--- src/rtl/regfile_wb_arbiter.sv ---
// Register-file write-port owner: power-on init sweep of R1..R31, then
// round-robin arbitration of NREQ writeback requesters, with R0 writes squashed.
module regfile_wb_arbiter #(
  parameter int                 NREQ     = 3,
  parameter int                 DATA_W   = 32,
  parameter int                 ADDR_W   = 5,
  parameter logic [DATA_W-1:0]  INIT_VAL = '0,
  parameter int                 SP_ADDR  = 29,
  parameter logic [DATA_W-1:0]  SP_INIT  = DATA_W'(252)
) (
  input  logic                       clk,
  input  logic                       nrst,
  input  logic [NREQ-1:0]            req_valid,
  output logic [NREQ-1:0]            req_ready,
  input  logic [NREQ*ADDR_W-1:0]     req_addr,
  input  logic [NREQ*DATA_W-1:0]     req_data,
  output logic                       wr_en,
  output logic [ADDR_W-1:0]          wr_addr,
  output logic [DATA_W-1:0]          wr_data,
  output logic [$clog2(NREQ)-1:0]    grant_id,
  output logic                       init_busy,
  output logic                       init_done,
  output logic                       drop_r0
);

  localparam int GW = $clog2(NREQ);

  typedef enum logic [1:0] {S_RST, S_INIT, S_ARB} state_t;

  state_t              state_q, state_d;
  logic [ADDR_W-1:0]   init_ptr_q, init_ptr_d;
  logic [GW-1:0]       last_grant_q, last_grant_d;
  logic                wr_en_q, wr_en_d;
  logic [ADDR_W-1:0]   wr_addr_q, wr_addr_d;
  logic [DATA_W-1:0]   wr_data_q, wr_data_d;
  logic [GW-1:0]       grant_id_q, grant_id_d;
  logic                init_busy_q, init_busy_d;
  logic                init_done_q, init_done_d;
  logic                drop_r0_q, drop_r0_d;

  logic                arb_en;
  logic                grant_vld;
  logic [GW-1:0]       sel;
  logic [ADDR_W-1:0]   sel_addr;
  logic [DATA_W-1:0]   sel_data;
  int                  rr_idx;

  // Arbitration waits for the sweep's last write to retire, so the init_done
  // cycle is always write-free; reset also blocks any handshake.
  assign arb_en = (state_q == S_ARB) && !init_busy_q && !nrst;

  always_comb begin
    grant_vld = 1'b0;
    sel       = '0;
    rr_idx    = 0;
    for (int k = 0; k < NREQ; k++) begin
      rr_idx = int'(last_grant_q) + 1 + k;
      if (rr_idx >= NREQ) rr_idx -= NREQ;
      if (!grant_vld && arb_en && req_valid[GW'(rr_idx)]) begin
        grant_vld = 1'b1;
        sel       = GW'(rr_idx);
      end
    end
  end

  assign req_ready = grant_vld ? (NREQ'(1) << sel) : '0;
  assign sel_addr  = req_addr[int'(sel)*ADDR_W +: ADDR_W];
  assign sel_data  = req_data[int'(sel)*DATA_W +: DATA_W];

  always_ff @(posedge clk) begin
    if (nrst) begin
      state_q      <= S_RST;
      init_ptr_q   <= ADDR_W'(1);
      last_grant_q <= GW'(NREQ - 1);
      wr_en_q      <= 1'b0;
      wr_addr_q    <= '0;
      wr_data_q    <= '0;
      grant_id_q   <= '0;
      init_busy_q  <= 1'b1;
      init_done_q  <= 1'b0;
      drop_r0_q    <= 1'b0;
    end else begin
      state_q      <= state_d;
      init_ptr_q   <= init_ptr_d;
      last_grant_q <= last_grant_d;
      wr_en_q      <= wr_en_d;
      wr_addr_q    <= wr_addr_d;
      wr_data_q    <= wr_data_d;
      grant_id_q   <= grant_id_d;
      init_busy_q  <= init_busy_d;
      init_done_q  <= init_done_d;
      drop_r0_q    <= drop_r0_d;
    end
  end

  always_comb begin
    state_d = state_q;
    case (state_q)
      S_RST:   state_d = S_INIT;
      S_INIT:  if (init_ptr_q == '1) state_d = S_ARB;
      S_ARB:   state_d = S_ARB;
      default: state_d = S_RST;
    endcase
  end

  always_comb begin
    init_ptr_d   = init_ptr_q;
    last_grant_d = last_grant_q;
    wr_en_d      = 1'b0;
    wr_addr_d    = wr_addr_q;
    wr_data_d    = wr_data_q;
    grant_id_d   = grant_id_q;
    init_busy_d  = init_busy_q;
    init_done_d  = 1'b0;
    drop_r0_d    = 1'b0;
    case (state_q)
      S_RST: begin
        init_ptr_d  = ADDR_W'(1);
        init_busy_d = 1'b1;
      end
      S_INIT: begin
        wr_en_d     = 1'b1;
        wr_addr_d   = init_ptr_q;
        wr_data_d   = (init_ptr_q == ADDR_W'(SP_ADDR)) ? SP_INIT : INIT_VAL;
        grant_id_d  = '0;
        init_ptr_d  = init_ptr_q + 1'b1;
        init_busy_d = 1'b1;
      end
      S_ARB: begin
        init_busy_d = 1'b0;
        init_done_d = init_busy_q;
        if (grant_vld) begin
          last_grant_d = sel;
          grant_id_d   = sel;
          // R0 is hard-wired zero: consume the request but never write it.
          if (sel_addr == '0) begin
            drop_r0_d = 1'b1;
          end else begin
            wr_en_d   = 1'b1;
            wr_addr_d = sel_addr;
            wr_data_d = sel_data;
          end
        end
      end
      default: ;
    endcase
  end

  assign wr_en     = wr_en_q;
  assign wr_addr   = wr_addr_q;
  assign wr_data   = wr_data_q;
  assign grant_id  = grant_id_q;
  assign init_busy = init_busy_q;
  assign init_done = init_done_q;
  assign drop_r0   = drop_r0_q;

endmodule

--- config.mk ---
export PLATFORM = sky130hd
export DESIGN_NAME = regfile_wb_arbiter
export DESIGN_NICKNAME = d
export VERILOG_FILES = /design/src/rtl/regfile_wb_arbiter.sv
export SDC_FILE = /design/constraint.sdc
export NUM_CORES = 1
export LEC_CHECK = 0
export CORE_MARGIN = 2
export CORE_UTILIZATION = 35
export CTS_CLUSTER_SIZE = 28
export DETAILED_ROUTE_END_ITERATION = 16
export GPL_TIMING_DRIVEN = 0
export PLACE_DENSITY = 0.78
export RECOVER_POWER = 25
export SYNTH_ARGS = -nofsm -noshare
export SYNTH_HDL_FRONTEND = slang
export SYNTH_SLANG_ARGS = --single-unit
--- constraint.sdc ---
create_clock -name clk -period 3 [get_ports clk]
set_clock_uncertainty 0.1 [all_clocks]
set_input_delay 0.3 -clock clk [delete_from_list [all_inputs] [get_ports clk]]
set_output_delay 0.3 -clock clk [all_outputs]
set_load 0.03 [all_outputs]
==> flow_metrics.env <==
export IMPL_grt_pass1_wl_um=17300
export IMPL_drt_iter0_markers=373
export IMPL_avgViaCountPerCell=5.75
export IMPL_placed_cells=558
export IMPL_postRouteAntennaNets=0
export IMPL_setup_slack_ns=0.121
export IMPL_die_w_um=95.1
export IMPL_arrival_ns=2.48
export IMPL_finalCritPeriodShare_pct=96.0
export IMPL_fmax_ghz=0.347
export IMPL_clock_latency_ns=0.31
export IMPL_synth_avg_cell_area_um2=9.91
export IMPL_synth_edf_count=0
export IMPL_syn_to_final_growth_pct=73.5
export IMPL_drt_pass1_iter_count=6
export IMPL_synth_seq_area_share_pct=35.8
export IMPL_path_class="register to primary output"
export IMPL_cts_buffers=5
export IMPL_synth_area_um2=2900
export IMPL_critPathLaunchType="register"
export IMPL_rr_worst_depth=12
export IMPL_port_buffers=160
export IMPL_hold_slack_ns=0.246
export IMPL_regToRegEndpoint="wr_data[16]$_SDFFE_PP0P_"
export IMPL_via_count=3341
export IMPL_rsz0062_at_grt="false"
export IMPL_core_area_um2=8130
export IMPL_synth_top_cell_by_area="dfxtp_1"
export IMPL_synth_top_area_share_pct=35.8
export IMPL_cts_root_buffer="clkbuf_8"
export IMPL_max_vdd_ir_drop_mv=0.256
export IMPL_leakage_nw=1.87
export IMPL_cts_buffer_depth=2
export IMPL_grt_pass1_vias=3399
export IMPL_fin_util_pct=62.0
export IMPL_gp_congestion=0.877
export IMPL_synth_most_common_cell="dfxtp_1"
export IMPL_critPathSlowestCell="dfxtp_4"
export IMPL_dpl_cell_area_um2=4640
export IMPL_finalCriticalPeriod_ns=2.88
export IMPL_setup_viol=0
export IMPL_final_layout_size_suffix_gt1_share_pct=19.1
export IMPL_grt_max_degree=15
export IMPL_worstPathCellList="inv_1 > ha_4 > buf_6 > a21boi_4 > o2111ai_4 > a31o_1 > buf_6 > clkbuf_8 > nor2b_1 > buf_4"
export IMPL_cts_sinks=52
export IMPL_worst_pin_slew_ns=0.731
export IMPL_wl_per_cell_um=19.3
export IMPL_finalHoldViolations=0
export IMPL_ctsHoldBuffers=0
export IMPL_htreeDepth=2
export IMPL_drc=0
export IMPL_cp_endpoint="req_ready[0]"
export IMPL_antenna_found_initial=0
export IMPL_r2r_start="last_grant_q[0]$_SDFFE_PP0P_"
export IMPL_dieArea_um2=9040
export IMPL_die_y_um=95.1
export IMPL_start_util_pct=35.7
export IMPL_worstSetupEndpointType="primary output"
export IMPL_cts_tree="built"
export IMPL_slew_limit_headroom_pct=50.9
export IMPL_drv_slew=0
export IMPL_synthTopCellsByArea="dfxtp_1 36%, a222oi_1 11%, o2bb2ai_2 10%, ha_1 4.7%, nor2_1 3.9%"
export IMPL_ys_flop_type="dfxtp_1"
export IMPL_grt_overflow=0
export IMPL_wirelength_um=11200
export IMPL_required_ns=2.60
export IMPL_min_path_type="primary input to register"
export IMPL_ios=162
export IMPL_synthTopCellsByCount="52 x dfxtp_1, 32 x a222oi_1, 30 x nor2_1"
export IMPL_nNetsFinal=603
export IMPL_status="completed"
export IMPL_synthCells=293
export IMPL_synth_cell_type_count=50
export IMPL_crit_fanout=10
export IMPL_fin_cells=581
export IMPL_ys_ff_latch=52
export IMPL_diodes=0
export IMPL_startpoint="last_grant_q[1]$_SDFFE_PP1P_"
export IMPL_path_common_cell="buf_6"
export IMPL_synth_nets=420
export IMPL_async_flop_share_pct=0
export IMPL_cpPeakStageDelay_ns=0.37
export IMPL_powerDensity_nw_per_um2=446
export IMPL_dp_hpwl_um=8430
export IMPL_clk_pin_slew_ns=0.09
export IMPL_ys_warn_count=0
export IMPL_grt_use_total_pct=24.9
export IMPL_rows=33
export IMPL_cap_violations=0
export IMPL_final_area_um2=5040
export IMPL_dp_slack_ns=-0.757
export IMPL_r2r_slack_ns=0.13
## layer usage
metal	share of wire, %	global-route usage (%)	routed length, um
met2	50	44.2	5660
met5	0	0	0
met3	8.9	6.56	994
met1	38	28.6	4230
met4	3.0	9.42	338
## sequential cells by signal (all words and copies together), names as in the netlist
signal	count
last_grant_q	2
wr_en	1
wr_addr	5
init_busy	1
wr_data	32
state_q	2
drop_r0	1
grant_id	2
init_done	1
init_ptr_q	5
## worst min-delay path by stage
| stage | start | end | slack [ns] | cells after the start |
|---|---|---|---|---|
| finish | nrst | init_busy$_SDFFE_PP1P_ | 0.25 | 3 |
| global placement | wr_data[21]$_SDFFE_PP0P_ | wr_data[21]$_SDFFE_PP0P_ | 0.34 | 1 |
| floorplan | last_grant_q[1]$_SDFFE_PP1P_ | last_grant_q[1]$_SDFFE_PP1P_ | 0.39 | 1 |
| CTS | nrst | init_busy$_SDFFE_PP1P_ | 0.23 | 3 |
| detailed placement | wr_data[24]$_SDFFE_PP0P_ | wr_data[24]$_SDFFE_PP0P_ | 0.35 | 1 |
| global route | nrst | init_busy$_SDFFE_PP1P_ | 0.27 | 3 |
## metrics by stage
step | total power [mW] | setup TNS, ns
after floorplan | 1.38 | 0
after global placement | 1.76 | -3.09
after detailed placement | 1.79 | -6.44
after CTS | 2.24 | 0
after global routing | 2.38 | 0
final | 2.25 | 0
## where the power goes
group          switching, mW  internal [mW]
Clock                  0.225          0.206
Sequential            0.0679          0.777
Combinational          0.520          0.453
## timing repair
item | 4_1_cts | 5_1_grt
pin swaps | 6 | 7
setup buffers | 8 | 9
hold endpoints to repair | 0 | 0
endpoints found under the setup margin | 39 | 40
resized for setup | 40 | 25
gates cloned | 0 | 0
## cell usage in the layout, fill, tap and decap left out, types with 4 or more instances in the layout
| cell | synthesis | final |
|---|---|---|
| a221oi_1 | 7 | 4 |
| clkbuf_1 | 14 | 9 |
| mux2i_1 | 5 | 5 |
| nand3_1 | 10 | 10 |
| dfxtp_1 | 52 | 50 |
| clkdlybuf4s50_1 | 0 | 140 |
| o221ai_1 | 5 | 4 |
| o2bb2ai_1 | 7 | 7 |
| nand2_1 | 16 | 16 |
| dlygate4sd3_1 | 0 | 17 |
| ha_1 | 11 | 8 |
| clkbuf_8 | 0 | 9 |
| a222oi_1 | 32 | 32 |
| o2bb2ai_2 | 20 | 20 |
| inv_1 | 8 | 7 |
| nor2_1 | 30 | 30 |
| a21oi_1 | 13 | 13 |
| buf_6 | 2 | 8 |
| buf_4 | 0 | 17 |
## area by class of cell
| cell class | instances | area [um^2] |
|---|---|---|
| well taps | 105 | 131 |
| plain buffers | 26 | 204 |
| inverters | 9 | 36.3 |
| multi-input cells | 205 | 1780 |
| flip-flops and latches | 52 | 1050 |
| repair buffers | 177 | 1740 |
| clock buffers | 7 | 96.3 |
| fillers | 646 | 3090 |
## critical path: cells and delay by family, from the launching register on
kind	cells	cell delay [ns]
flops	1	0.37
fa+ha+maj	1	0.27
buf+inv	5	0.66
compound gates	3	0.73
simple gates	1	0.13
## kinds of logic (layout without fill, tap and decap cells)
kind of cell / Yosys count / in the layout / share of synthesized area, %
mux: 6 / 6 / 2.24
simple gates: 78 / 78 / 12.8
buf+inv: 36 / 219 / 6.42
flops: 52 / 52 / 35.8
fa+ha+maj: 11 / 11 / 4.74
compound gates: 110 / 110 / 38.0
(Power assumes the default switching activity.)
